## src/rtl/avalon_mm_resp_pkg.sv

```systemverilog
// rtl/avalon_mm_resp_pkg.sv - shared FSM state type and read-latency limits for the AMM responder
package avalon_mm_resp_pkg;

  typedef enum logic {INIT_S, READY_S} state_t;

  localparam int RD_LAT_MIN = 1;
  localparam int RD_LAT_MAX = 8;

endpackage

```

## src/rtl/amm_if.sv

```systemverilog
// rtl/amm_if.sv - Avalon-MM bus bundle; byteenable present only with AMM_RESP_BYTEEN_EN
interface amm_if #(
  parameter int ADDR_W = 4,
  parameter int DATA_W = 32
);
  logic [ADDR_W-1:0] address;
  logic              read;
  logic              write;
  logic [DATA_W-1:0] writedata;
`ifdef AMM_RESP_BYTEEN_EN
  logic [DATA_W/8-1:0] byteenable;
`endif
  logic              waitrequest;
  logic [DATA_W-1:0] readdata;
  logic              readdatavalid;

  modport responder (
`ifdef AMM_RESP_BYTEEN_EN
    input  byteenable,
`endif
    input  address, read, write, writedata,
    output waitrequest, readdata, readdatavalid
  );
endinterface

```

## src/rtl/amm_resp_rd_pipe.sv

```systemverilog
// rtl/amm_resp_rd_pipe.sv - fixed-depth valid/data delay line for read responses
module amm_resp_rd_pipe #(
  parameter int DATA_W = 32,
  parameter int DEPTH  = 1
) (
  input  logic              clk_i,
  input  logic              rst_i,
  input  logic              vld_i,
  input  logic [DATA_W-1:0] data_i,
  output logic              vld_o,
  output logic [DATA_W-1:0] data_o
);

  if (DEPTH == 0) begin : g_pass
    assign vld_o  = vld_i;
    assign data_o = data_i;
  end else begin : g_dly
    logic [DEPTH-1:0]  vld_q;
    logic [DATA_W-1:0] data_q [DEPTH];

    // Data stages only load behind a valid, so the output word holds between responses.
    always_ff @(posedge clk_i or posedge rst_i) begin
      if (rst_i) begin
        vld_q <= '0;
        for (int i = 0; i < DEPTH; i++) data_q[i] <= '0;
      end else begin
        vld_q[0] <= vld_i;
        if (vld_i) data_q[0] <= data_i;
        for (int i = 1; i < DEPTH; i++) begin
          vld_q[i] <= vld_q[i-1];
          if (vld_q[i-1]) data_q[i] <= data_q[i-1];
        end
      end
    end

    assign vld_o  = vld_q[DEPTH-1];
    assign data_o = data_q[DEPTH-1];
  end

endmodule

```

## src/rtl/avalon_mm_mem_responder.sv

```systemverilog
// rtl/avalon_mm_mem_responder.sv - Avalon-MM scratch RAM responder with post-reset clear
// Optional per-lane writes: AMM_RESP_BYTEEN_EN
module avalon_mm_mem_responder
  import avalon_mm_resp_pkg::*;
#(
  parameter int ADDR_W = 4,
  parameter int DATA_W = 32,
  parameter int RD_LAT = 2
) (
  input  logic     clk_i,
  input  logic     rst_i,
  amm_if.responder amm_i,
  output logic     err_o
);

  if (RD_LAT < RD_LAT_MIN || RD_LAT > RD_LAT_MAX) begin : g_lat_chk
    $error("avalon_mm_mem_responder: RD_LAT outside supported range");
  end
`ifdef AMM_RESP_BYTEEN_EN
  if (DATA_W % 8 != 0) begin : g_width_chk
    $error("avalon_mm_mem_responder: DATA_W must be a multiple of 8 with byte enables");
  end
`endif

  state_t            state_q, state_d;
  logic [ADDR_W-1:0] clr_addr_q, clr_addr_d;
  logic              err_q, err_d;
  logic              rd_vld_q;
  logic [DATA_W-1:0] rd_data_q;
  logic [DATA_W-1:0] mem [2**ADDR_W];

  logic both_req, rd_acc, wr_acc;

  assign both_req          = amm_i.read & amm_i.write;
  assign amm_i.waitrequest = (state_q != READY_S) | both_req;
  assign rd_acc            = amm_i.read  & ~amm_i.waitrequest;
  assign wr_acc            = amm_i.write & ~amm_i.waitrequest;
  assign err_o             = err_q;

  always_comb begin
    state_d    = state_q;
    clr_addr_d = clr_addr_q;
    err_d      = err_q | both_req;
    if (state_q == INIT_S) begin
      clr_addr_d = clr_addr_q + 1'b1;
      if (&clr_addr_q) state_d = READY_S;
    end
  end

  always_ff @(posedge clk_i or posedge rst_i) begin
    if (rst_i) begin
      state_q    <= INIT_S;
      clr_addr_q <= '0;
      err_q      <= 1'b0;
      rd_vld_q   <= 1'b0;
      rd_data_q  <= '0;
    end else begin
      state_q    <= state_d;
      clr_addr_q <= clr_addr_d;
      err_q      <= err_d;
      rd_vld_q   <= rd_acc;
      if (rd_acc) rd_data_q <= mem[amm_i.address];
    end
  end

  // Storage has no reset; the INIT_S sweep is what clears it after every reset.
  always_ff @(posedge clk_i) begin
    if (state_q == INIT_S) begin
      mem[clr_addr_q] <= '0;
    end else if (wr_acc) begin
`ifdef AMM_RESP_BYTEEN_EN
      for (int i = 0; i < DATA_W/8; i++)
        if (amm_i.byteenable[i]) mem[amm_i.address][8*i +: 8] <= amm_i.writedata[8*i +: 8];
`else
      mem[amm_i.address] <= amm_i.writedata;
`endif
    end
  end

  amm_resp_rd_pipe #(
    .DATA_W(DATA_W),
    .DEPTH (RD_LAT - 1)
  ) u_rd_pipe (
    .clk_i (clk_i),
    .rst_i (rst_i),
    .vld_i (rd_vld_q),
    .data_i(rd_data_q),
    .vld_o (amm_i.readdatavalid),
    .data_o(amm_i.readdata)
  );

endmodule

```

## src/flat_wrapper.sv

```systemverilog
// flat-port wrapper written by rule: the top's interface ports become plain ports
module avalon_mm_mem_responder_flat import avalon_mm_resp_pkg::*;
#(
  parameter int ADDR_W = 4,
  parameter int DATA_W = 32,
  parameter int RD_LAT = 2
)
  (clk_i, rst_i, err_o, amm_i_address, amm_i_read, amm_i_write, amm_i_writedata, amm_i_waitrequest, amm_i_readdata, amm_i_readdatavalid);
  amm_if #(.ADDR_W(ADDR_W), .DATA_W(DATA_W)) amm_i_i ();
  input  logic clk_i;
  input  logic rst_i;
  output logic err_o;
  input wire logic [$bits(amm_i_i.address)-1:0] amm_i_address;
  input wire logic [$bits(amm_i_i.read)-1:0] amm_i_read;
  input wire logic [$bits(amm_i_i.write)-1:0] amm_i_write;
  input wire logic [$bits(amm_i_i.writedata)-1:0] amm_i_writedata;
  output wire logic [$bits(amm_i_i.waitrequest)-1:0] amm_i_waitrequest;
  output wire logic [$bits(amm_i_i.readdata)-1:0] amm_i_readdata;
  output wire logic [$bits(amm_i_i.readdatavalid)-1:0] amm_i_readdatavalid;
  assign amm_i_i.address = amm_i_address;
  assign amm_i_i.read = amm_i_read;
  assign amm_i_i.write = amm_i_write;
  assign amm_i_i.writedata = amm_i_writedata;
  assign amm_i_waitrequest = amm_i_i.waitrequest;
  assign amm_i_readdata = amm_i_i.readdata;
  assign amm_i_readdatavalid = amm_i_i.readdatavalid;
  avalon_mm_mem_responder #(.ADDR_W(ADDR_W), .DATA_W(DATA_W), .RD_LAT(RD_LAT)) u_core (.clk_i(clk_i), .rst_i(rst_i), .amm_i(amm_i_i), .err_o(err_o));
endmodule
```

## config.mk

```make
export PLATFORM = sky130hd
export DESIGN_NAME = avalon_mm_mem_responder_flat
export DESIGN_NICKNAME = d
export VERILOG_FILES = /design/src/rtl/avalon_mm_resp_pkg.sv /design/src/rtl/amm_if.sv /design/src/rtl/amm_resp_rd_pipe.sv /design/src/rtl/avalon_mm_mem_responder.sv /design/src/flat_wrapper.sv
export SDC_FILE = /design/constraint.sdc
export NUM_CORES = 1
export LEC_CHECK = 0
export ABC_AREA = 1
export CORE_MARGIN = 2
export CORE_UTILIZATION = 50
export DETAILED_ROUTE_END_ITERATION = 8
export GPL_TIMING_DRIVEN = 0
export HOLD_SLACK_MARGIN = 0.08
export PLACE_DENSITY = 0.7
export REMOVE_ABC_BUFFERS = 1
export SLEW_MARGIN = 20
export SYNTH_ARGS = -nofsm -noshare
export SYNTH_HDL_FRONTEND = slang
export SYNTH_HIERARCHICAL = 1
export SYNTH_SLANG_ARGS = --single-unit
```

## constraint.sdc

```tcl
create_clock -name clk_i -period 3.6 [get_ports clk_i]
set_clock_uncertainty 0.05 [all_clocks]
set_input_delay 0.72 -clock clk_i [delete_from_list [all_inputs] [get_ports clk_i]]
set_output_delay 0.72 -clock clk_i [all_outputs]
set_load 0.01 [all_outputs]
```

[Yosys cells after proc, flatten, opt, wreduce, memory -nomap -nowiden]
Memories as Yosys holds them, arrays and structs flattened. A register that Yosys moved wholly into a read port is not among the register bits.
Index checks and enable logic that the tools add are counted.
Cells by class
  multiply operators: 0
  eq/ne operators: 0
  multiplexer cells: 9
  add/subtract/negate cells: 1
  bitwise logic cells: 7
  magnitude comparators: 0
  shift-type cells: 0
  reductions and logical operators: 2
  div/mod/pow operators: 0
Operator list (number)
  $mux 32: 1
  $reduce_or 32->1: 1
  $mux 1: 7
  $add 4x1->4 const B: 1
  $mux 4: 1
  $reduce_and 4->1: 1
  $and 1x1->1: 3
  $not 1->1: 2
  $or 1x1->1: 2
Storage, ports and cells
  output and inout port bits: 35
  register bits after elaboration: 40
  memories: 1
  RAM bits: 512
  latch bits: 0
  word-level logic and storage cells: 26
  memory bits (read-only): 0
  input bits: 40
Memory list
  u_core.mem: words 16, width 32, rd ports 1, clocked after memory_dff 1, write ports 1, line avalon_mm_mem_responder.sv:30  | logic [DATA_W-1:0] mem [2**ADDR_W];

[Longest topological paths before layout]
Gate-level depths: netlist of the first run.
  depth in word-level cells: 9
  gate-level depth with buffers: 12
  mapped depth without buffers: 9

[Modules after synthesis]
Netlist of the first run, hierarchy kept.
By module, submodules not included
  avalon_mm_mem_responder: sequential area each 16350.7 sq um, times used 1, cells an instance 1949, area each 22500.3 sq um
  amm_resp_rd_pipe: sequential area each 825.8 sq um, times used 1, cells an instance 138, area each 1321.3 sq um

[Worst setup path before layout of the first run]
OpenSTA, ideal clock, no wires.
  path kind: input -> register
  start: in amm_i_address[0]
  end: mem u_core.mem[0][0], enable pin
  data required time: 3.089 ns
  path buffers: 3
  library setup time: 0.461 ns
  stages on the path: 6
  data arrival time: 3.666 ns
  setup slack: -0.577 ns
  cells stage by stage: buf_6 buf_6 buf_2 o21ai_2 nand2_1 nor3_1
On the way
  longest elaborated chain between the ends: 1
Ends and longest elaborated chain
  start, declared: line flat_wrapper.sv:13  | input wire logic [$bits(amm_i_i.address)-1:0] amm_i_address;
  $mux 4 (no line)
  end, declared: line avalon_mm_mem_responder.sv:30
Every way passes these cells.

[Final worst setup path of the first run]
  start: in amm_i_read
  end: mem u_core.mem[2][20], enable pin
On the way
  longest elaborated chain between the ends: 9
  elaborated cells on any way between the ends: 10
Ends and longest elaborated chain
  start, declared: line flat_wrapper.sv:14  | input wire logic [$bits(amm_i_i.read)-1:0] amm_i_read;
  $and 1x1->1 (*): line avalon_mm_mem_responder.sv:34  | assign both_req = amm_i.read & amm_i.write;
  $or 1x1->1 (*): line avalon_mm_mem_responder.sv:35  | assign amm_i.waitrequest = (state_q != READY_S) | both_req;
  $not 1->1 (*): line avalon_mm_mem_responder.sv:37  | assign wr_acc = amm_i.write & ~amm_i.waitrequest;
  $and 1x1->1 (*): line avalon_mm_mem_responder.sv:37
  $mux 1 (*): line avalon_mm_mem_responder.sv:70  | end else if (wr_acc) begin
  $mux 1 (*): line avalon_mm_mem_responder.sv:68  | if (state_q == INIT_S) begin
  $mux 1 (not written as such) (*): line avalon_mm_mem_responder.sv:75  | mem[amm_i.address] <= amm_i.writedata;
  $reduce_or 32->1 (no line)
  $mux 4 (no line) or $mux 1 (tied branches)
Every way passes the cells marked *; elsewhere a longest branch is shown, timed or not.

==> metrics.yaml, run 1 <==
dieArea_um2: 49400
cpPeakStageDelay_ns: 0.47
rows: 79
min_period_ns: 3.42
ios: 75
synthToLayoutAreaGrowth_pct: 16.7
fmax_mhz: 292
holdWs_ns: 0.410
core_um2: 46800
grt_pass1_vias: 15000
r2r_end: "u_core/mem[2][20]"
start_util_pct: 51.0
min_period_over_period_pct: 95.0
p_sw_mw: 3.27
power_density_nw_per_um2: 547
netlist_area_um2: 23800
outcome: "finished clean"
drv_slew: 0
diodes: 0
cts_setup_buffers: 0
worst-setup-path-type: "input pin to register"
max_slew_margin_pct: 29.2
antenna_found_initial: 0
final-setup-viol-count: 0
cp.arrival_ns: 3.68
synthCells: 2087
synth.area.top_cells: "edfxtp_1 65%, nand2_1 14%, nand3_1 8.1%"
worstPathRequired_ns: 3.86
synth-edff-count: 512
place_congestion: 0.727
cap_viol_max_count: 0
synth_most_common_cell: "nand2_1"
hold_class: "input pin to async pin"
hold_viol: 0
cts_buffers: 58
power_mw: 15.2
rsz0062_at_grt: "no"
p_int_mw: 11.9
sw_frac_of_total_pct: 21.5
synth_top_area_share_pct: 64.5
dr.pass1.iters: 6
clockPowerShare_pct: 44.0
postCtsHoldBufs: 0
reg2reg_depth: 9
cts_tree: "built"
utilization_pct: 59.4
io_buffers: 74
r2r_start: "u_core/state_q"
cts-root-buf: "clkbuf_16"
power_leakage_nw: 11.3
ys_warn_count: 6
yosys.cell_types.count: 30
drive_gt1_share_pct: 9.34
drc: 0
crit_path_frequent_cell: "buf_4"
grt_max_degree: 149
ys_ff_latch: 584
die_w_um: 222
crit_path_top_delay_cell: "clkdlybuf4s50_1"
crit_path_end: "u_core/mem[2][20]"
worstPathMaxFanout: 11
synth_largest_area_cell: "edfxtp_1"
grtUsageTotal_pct: 24.4
vias_per_cell: 5.59
place_hpwl_um: 32800
die_h_um: 222
ir_drop_uv: 350
worstSetupStartpoint: "amm_i_read"
clock_latency_ns: 0.61
synth.avg_cell_area_um2: 11.4
htreeDepth: 2
crit_path_end_kind: "register"
drt_iter0_drc: 1797
cts_sinks: 584
seq_area_frac_synth_pct: 72.1
wl_um: 60600
synthTopCellsByCount: "867 x nand2_1, 512 x edfxtp_1, 386 x nand3_1, 72 x dfrtp_1"
grt_pass1_wl_um: 90100
synth_ff_type: "edfxtp_1"
fin_setup_tns_ns: 0
clockBufferDepth: 3
postRouteAntennaNets: 0
seqPwrFrac_pct: 49.6
finalNetCount: 2196
post_cts_resized: 0
ys_async_sr_fraction_pct: 12.3
r2r_setup_slack_ns: 0.33
crit_chain: "clkdlybuf4s50_1 -> inv_1 -> nand3_4 -> nand2_1 -> o21ai_0 -> inv_1 -> nand2_1 -> nor3_2 -> buf_4 -> buf_4 -> buf_4"
vias: 15710
critPathLaunchType: "input pin"
wl_per_cell_um: 21.5
clk_pin_slew_worst_paths_ns: 0.06
overflow: 0
worstMarginPinSlew_ns: 1.06
combPwrFrac_pct: 6.5
[metrics by stage]
step	setup WS (ns)	cells	area, um2
floorplan	-0.773	1965	23000
global placement	-11.88	2646	24500
detailed placement	-0.857	2700	25600
CTS	0.232	2812	27800
global route	0.111	2812	27800
finish	0.180	2812	27800
[critical path: cells and delay by family]
kind,cells,cell delay (ns)
AND/OR/NAND/NOR,4,1.08
AO/OA/AOI/OAI,1,0.17
buffers and inverters,6,1.69
[state kept, by name, summed over array words and instances (netlist names)]
signal	count
u_core/state_q	1
u_core/err_o	1
u_core/rd_vld_q	1
u_core/rd_data_q	32
u_core/mem	512
u_core/clr_addr_q	4
u_core/u_rd_pipe/vld_o	1
u_core/u_rd_pipe/data_o	32
[logic make-up (layout without fill, tap and decap cells)]
| kind of cell | Yosys count | after routing | share of synthesized area (%) |
|---|---|---|---|
| compound gates | 7 | 7 | 0.221 |
| xor+xnor | 3 | 3 | 0.110 |
| fa+ha+maj | 1 | 1 | 0.0525 |
| buf+inv | 176 | 292 | 4.47 |
| flops | 584 | 584 | 72.1 |
| simple gates | 1316 | 1318 | 23.0 |
[cell usage in the layout, fill, tap and decap left out, types with 3 or more instances in the layout]
cell,Yosys,routed
nand2_1,867,867
edfxtp_1,512,512
nand3_1,386,385
dfrtp_1,72,71
clkdlybuf4s50_1,0,70
clkbuf_16,0,61
inv_1,51,46
nor2_1,44,32
buf_16,0,22
buf_4,15,21
clkinv_2,0,15
bufinv_16,0,12
nor2_4,0,12
buf_12,1,11
nand2_2,10,10
clkbuf_8,3,9
nand3_2,3,5
clkbuf_1,12,4
clkinvlp_4,0,4
nor3_2,0,4
buf_8,1,3
inv_2,1,3
o21ai_0,3,3
[worst min path at each step]
stage                                      from                     endpoint  slack [ns]  depth (start not counted)
floorplan                  u_core/rd_data_q[13]  u_core/u_rd_pipe/data_o[13]        0.40                          2
global placement    u_core/u_rd_pipe/data_o[13]  u_core/u_rd_pipe/data_o[13]        0.40                          2
detailed placement  u_core/u_rd_pipe/data_o[13]  u_core/u_rd_pipe/data_o[13]        0.41                          2
CTS                                       rst_i         u_core/rd_data_q[31]        0.40                          2
global route                              rst_i         u_core/rd_data_q[31]        0.43                          2
finish                                    rst_i         u_core/rd_data_q[10]        0.41                          2
[per-layer routing]
| layer | track usage (%) | wire length (um) | vias up |
|---|---|---|---|
| met3 | 4.09 | 5660 | 123 |
| li1 | - | - | 7241 |
| met2 | 39.9 | 29300 | 790 |
| met1 | 33.4 | 24000 | 7556 |
| met4 | 8.37 | 1630 | 0 |
| met5 | 0 | 0 | - |
[layout make-up]
type	instances	area, um2
Multi-Input combinational cell	1329	5720
Sequential cell	584	17200
Fill cell	3628	19000
Clock buffer	74	1670
Inverter	54	235
Tap cell	607	759
Clock inverter	36	499
Timing Repair Buffer	128	1730
[power by group through the flow]
stage	logic, mW	registers (mW)	clock network, mW
CTS	0.986	7.54	6.76
global route	1.07	7.54	7.03
detailed placement	0.971	7.68	0
global placement	0.934	7.69	0
floorplan	0.427	7.69	0
finish	0.983	7.54	6.69
Note: power is estimated with default switching activity, not from simulation.
==> inputs of run 2 (changes only) <==
CORE_MARGIN = unset   (was 2)
GPL_TIMING_DRIVEN = unset   (was 0)
SKIP_CTS_REPAIR_TIMING = 1   (was unset)
==> run 2 against run 1 <==
The run now ends with design-rule violations left. Hold slack improved by 0.012 ns. Power is 5.2% lower. First-iteration DRC count is 4.8% lower. Global-route usage up 0.28 points. Cell count unchanged. Clock power is 12% lower. Sequential cell count unchanged. Count of clock-buffer cells in the layout grew 9. Critical path depth down 7. Largest power group unchanged.
==> metrics.yaml, run 2 (synthesis results as in run 1) <==
worstPathRequired_ns: 2.83
outcome: "finished with violations"
antenna_found_initial: 0
start_util_pct: 51.0
die_h_um: 220
vias: 15568
min_period_ns: 2.83
crit_path_top_delay_cell: "clkdlybuf4s50_1"
failed_checks: "design-rule violations"
worst-setup-path-type: "input pin to primary output"
grt_pass1_wl_um: 88800
cpPeakStageDelay_ns: 0.55
core_um2: 46800
cts-root-buf: "clkbuf_16"
worstPathMaxFanout: 3
cap_viol_max_count: 0
power_mw: 14.4
top_register: "u_core/mem"
cts_tree: "built"
fillCellCount: 3757
io_buffers: 74
fin_setup_tns_ns: 0
overflow: 0
drc: 3
cp.arrival_ns: 2.06
htreeDepth: 2
crit_chain: "clkdlybuf4s50_1 -> inv_1 -> o21ai_0 -> clkdlybuf4s50_1"
grtUsageTotal_pct: 24.7
die_w_um: 220
numPlacedInstances: 2706
cp.buffers_inverters: 3
cts_buffers: 57
rows: 79
grt_pass1_vias: 15094
clock_latency_ns: 0.62
clk_pin_slew_worst_paths_ns: 0.06
finalWorstSetupSlack_ns: 0.774
place_hpwl_um: 33300
worstMarginPinSlew_ns: 1.08
hold_viol: 0
drive_gt1_share_pct: 8.44
rsz0062_at_grt: "no"
critPathLaunchType: "input pin"
hold_class: "register to register"
ir_drop_uv: 370
cts_sinks: 584
crit_family: "buffers and inverters"
ios: 75
drt_iter0_drc: 1711
crit_path_frequent_cell: "clkdlybuf4s50_1"
postRouteAntennaNets: 0
diodes: 0
layout_common_cells: "867 x nand2_1, 512 x edfxtp_1, 385 x nand3_1"
wl_per_cell_um: 20.6
power_leakage_nw: 11.1
layout_commonest_cell: "nand2_1"
final-setup-viol-count: 0
dr.pass1.iters: 7
wl_um: 57900
place_congestion: 0.844
preCtsSetupSlack_ns: 0.391
vias_per_cell: 5.54
dieArea_um2: 48500
synthToLayoutAreaGrowth_pct: 13.7
fmax_mhz: 354
largest_reg_flops: 512
min_period_over_period_pct: 78.5
power_density_nw_per_um2: 532
drv_slew: 0
crit_path_end_kind: "primary output"
max_slew_margin_pct: 27.6
clockBufferDepth: 3
utilization_pct: 57.9
fin_cells: 2812
grt_max_degree: 158
finalNetCount: 2199
[run 2: report_power, final]
part	switching, mW	total (mW)	internal, mW
Clock	2.48	5.89	3.41
Combinational	0.657	0.993	0.336
Sequential	0.0632	7.53	7.47
Total	3.20	14.4	11.2
[run 2: routing by layer]
layer	GRT usage [%]	vias to the layer above	wire, um
met3	5.59	104	5390
met1	34.4	7531	24000
li1	-	7237	-
met2	38.2	696	26900
met4	8.90	0	1630
met5	0	-	0
[run 2: area by class of cell]
type / instances / area, um2 / share of cell area (%)
clock inverters: 23 / 231 / 0.855
flip-flops and latches: 584 / 17200 / 63.4
inverters: 54 / 218 / 0.804
clock buffers: 83 / 1620 / 6.00
repair buffers: 134 / 1370 / 5.05
multi-input cells: 1327 / 5700 / 21.0
well taps: 607 / 759 / 2.80
[run 2: path summary, 6_finish.rpt]
path | startpoint | to | slack (ns) | depth (start not counted)
worst max-delay path | amm_i_write | amm_i_waitrequest | 0.77 | 4
worst min-delay path | u_core/u_rd_pipe/data_o[22] | u_core/u_rd_pipe/data_o[22] | 0.42 | 2
worst min register to register | u_core/u_rd_pipe/data_o[22] | u_core/u_rd_pipe/data_o[22] | 0.42 | 2
min in group asynchronous | rst_i | u_core/rd_data_q[25] | 0.44 | 2
worst max register to register | u_core/state_q | u_core/mem[2][2] | 1.05 | 8
max in group asynchronous | rst_i | u_core/u_rd_pipe/data_o[29] | 2.25 | 2
[run 2: worst reg2reg max path: stages, from the launching register on]
cell	delay, ns
dfrtp_1	0.55
nand3_4	0.15
buf_12	0.21
nand2_1	0.08
o21ai_0	0.14
inv_1	0.12
nand2_1	0.23
nor3_2	0.25
buf_4	0.43
[run 2: metrics by stage]
step                      instance area [um2]  hold WS [ns]
after CTS                               27100         0.424
after floorplan                         23000         0.396
after detailed placement                25200         0.408
after global placement                  25200         0.405
after global routing                    27100         0.445
final                                   27100         0.422
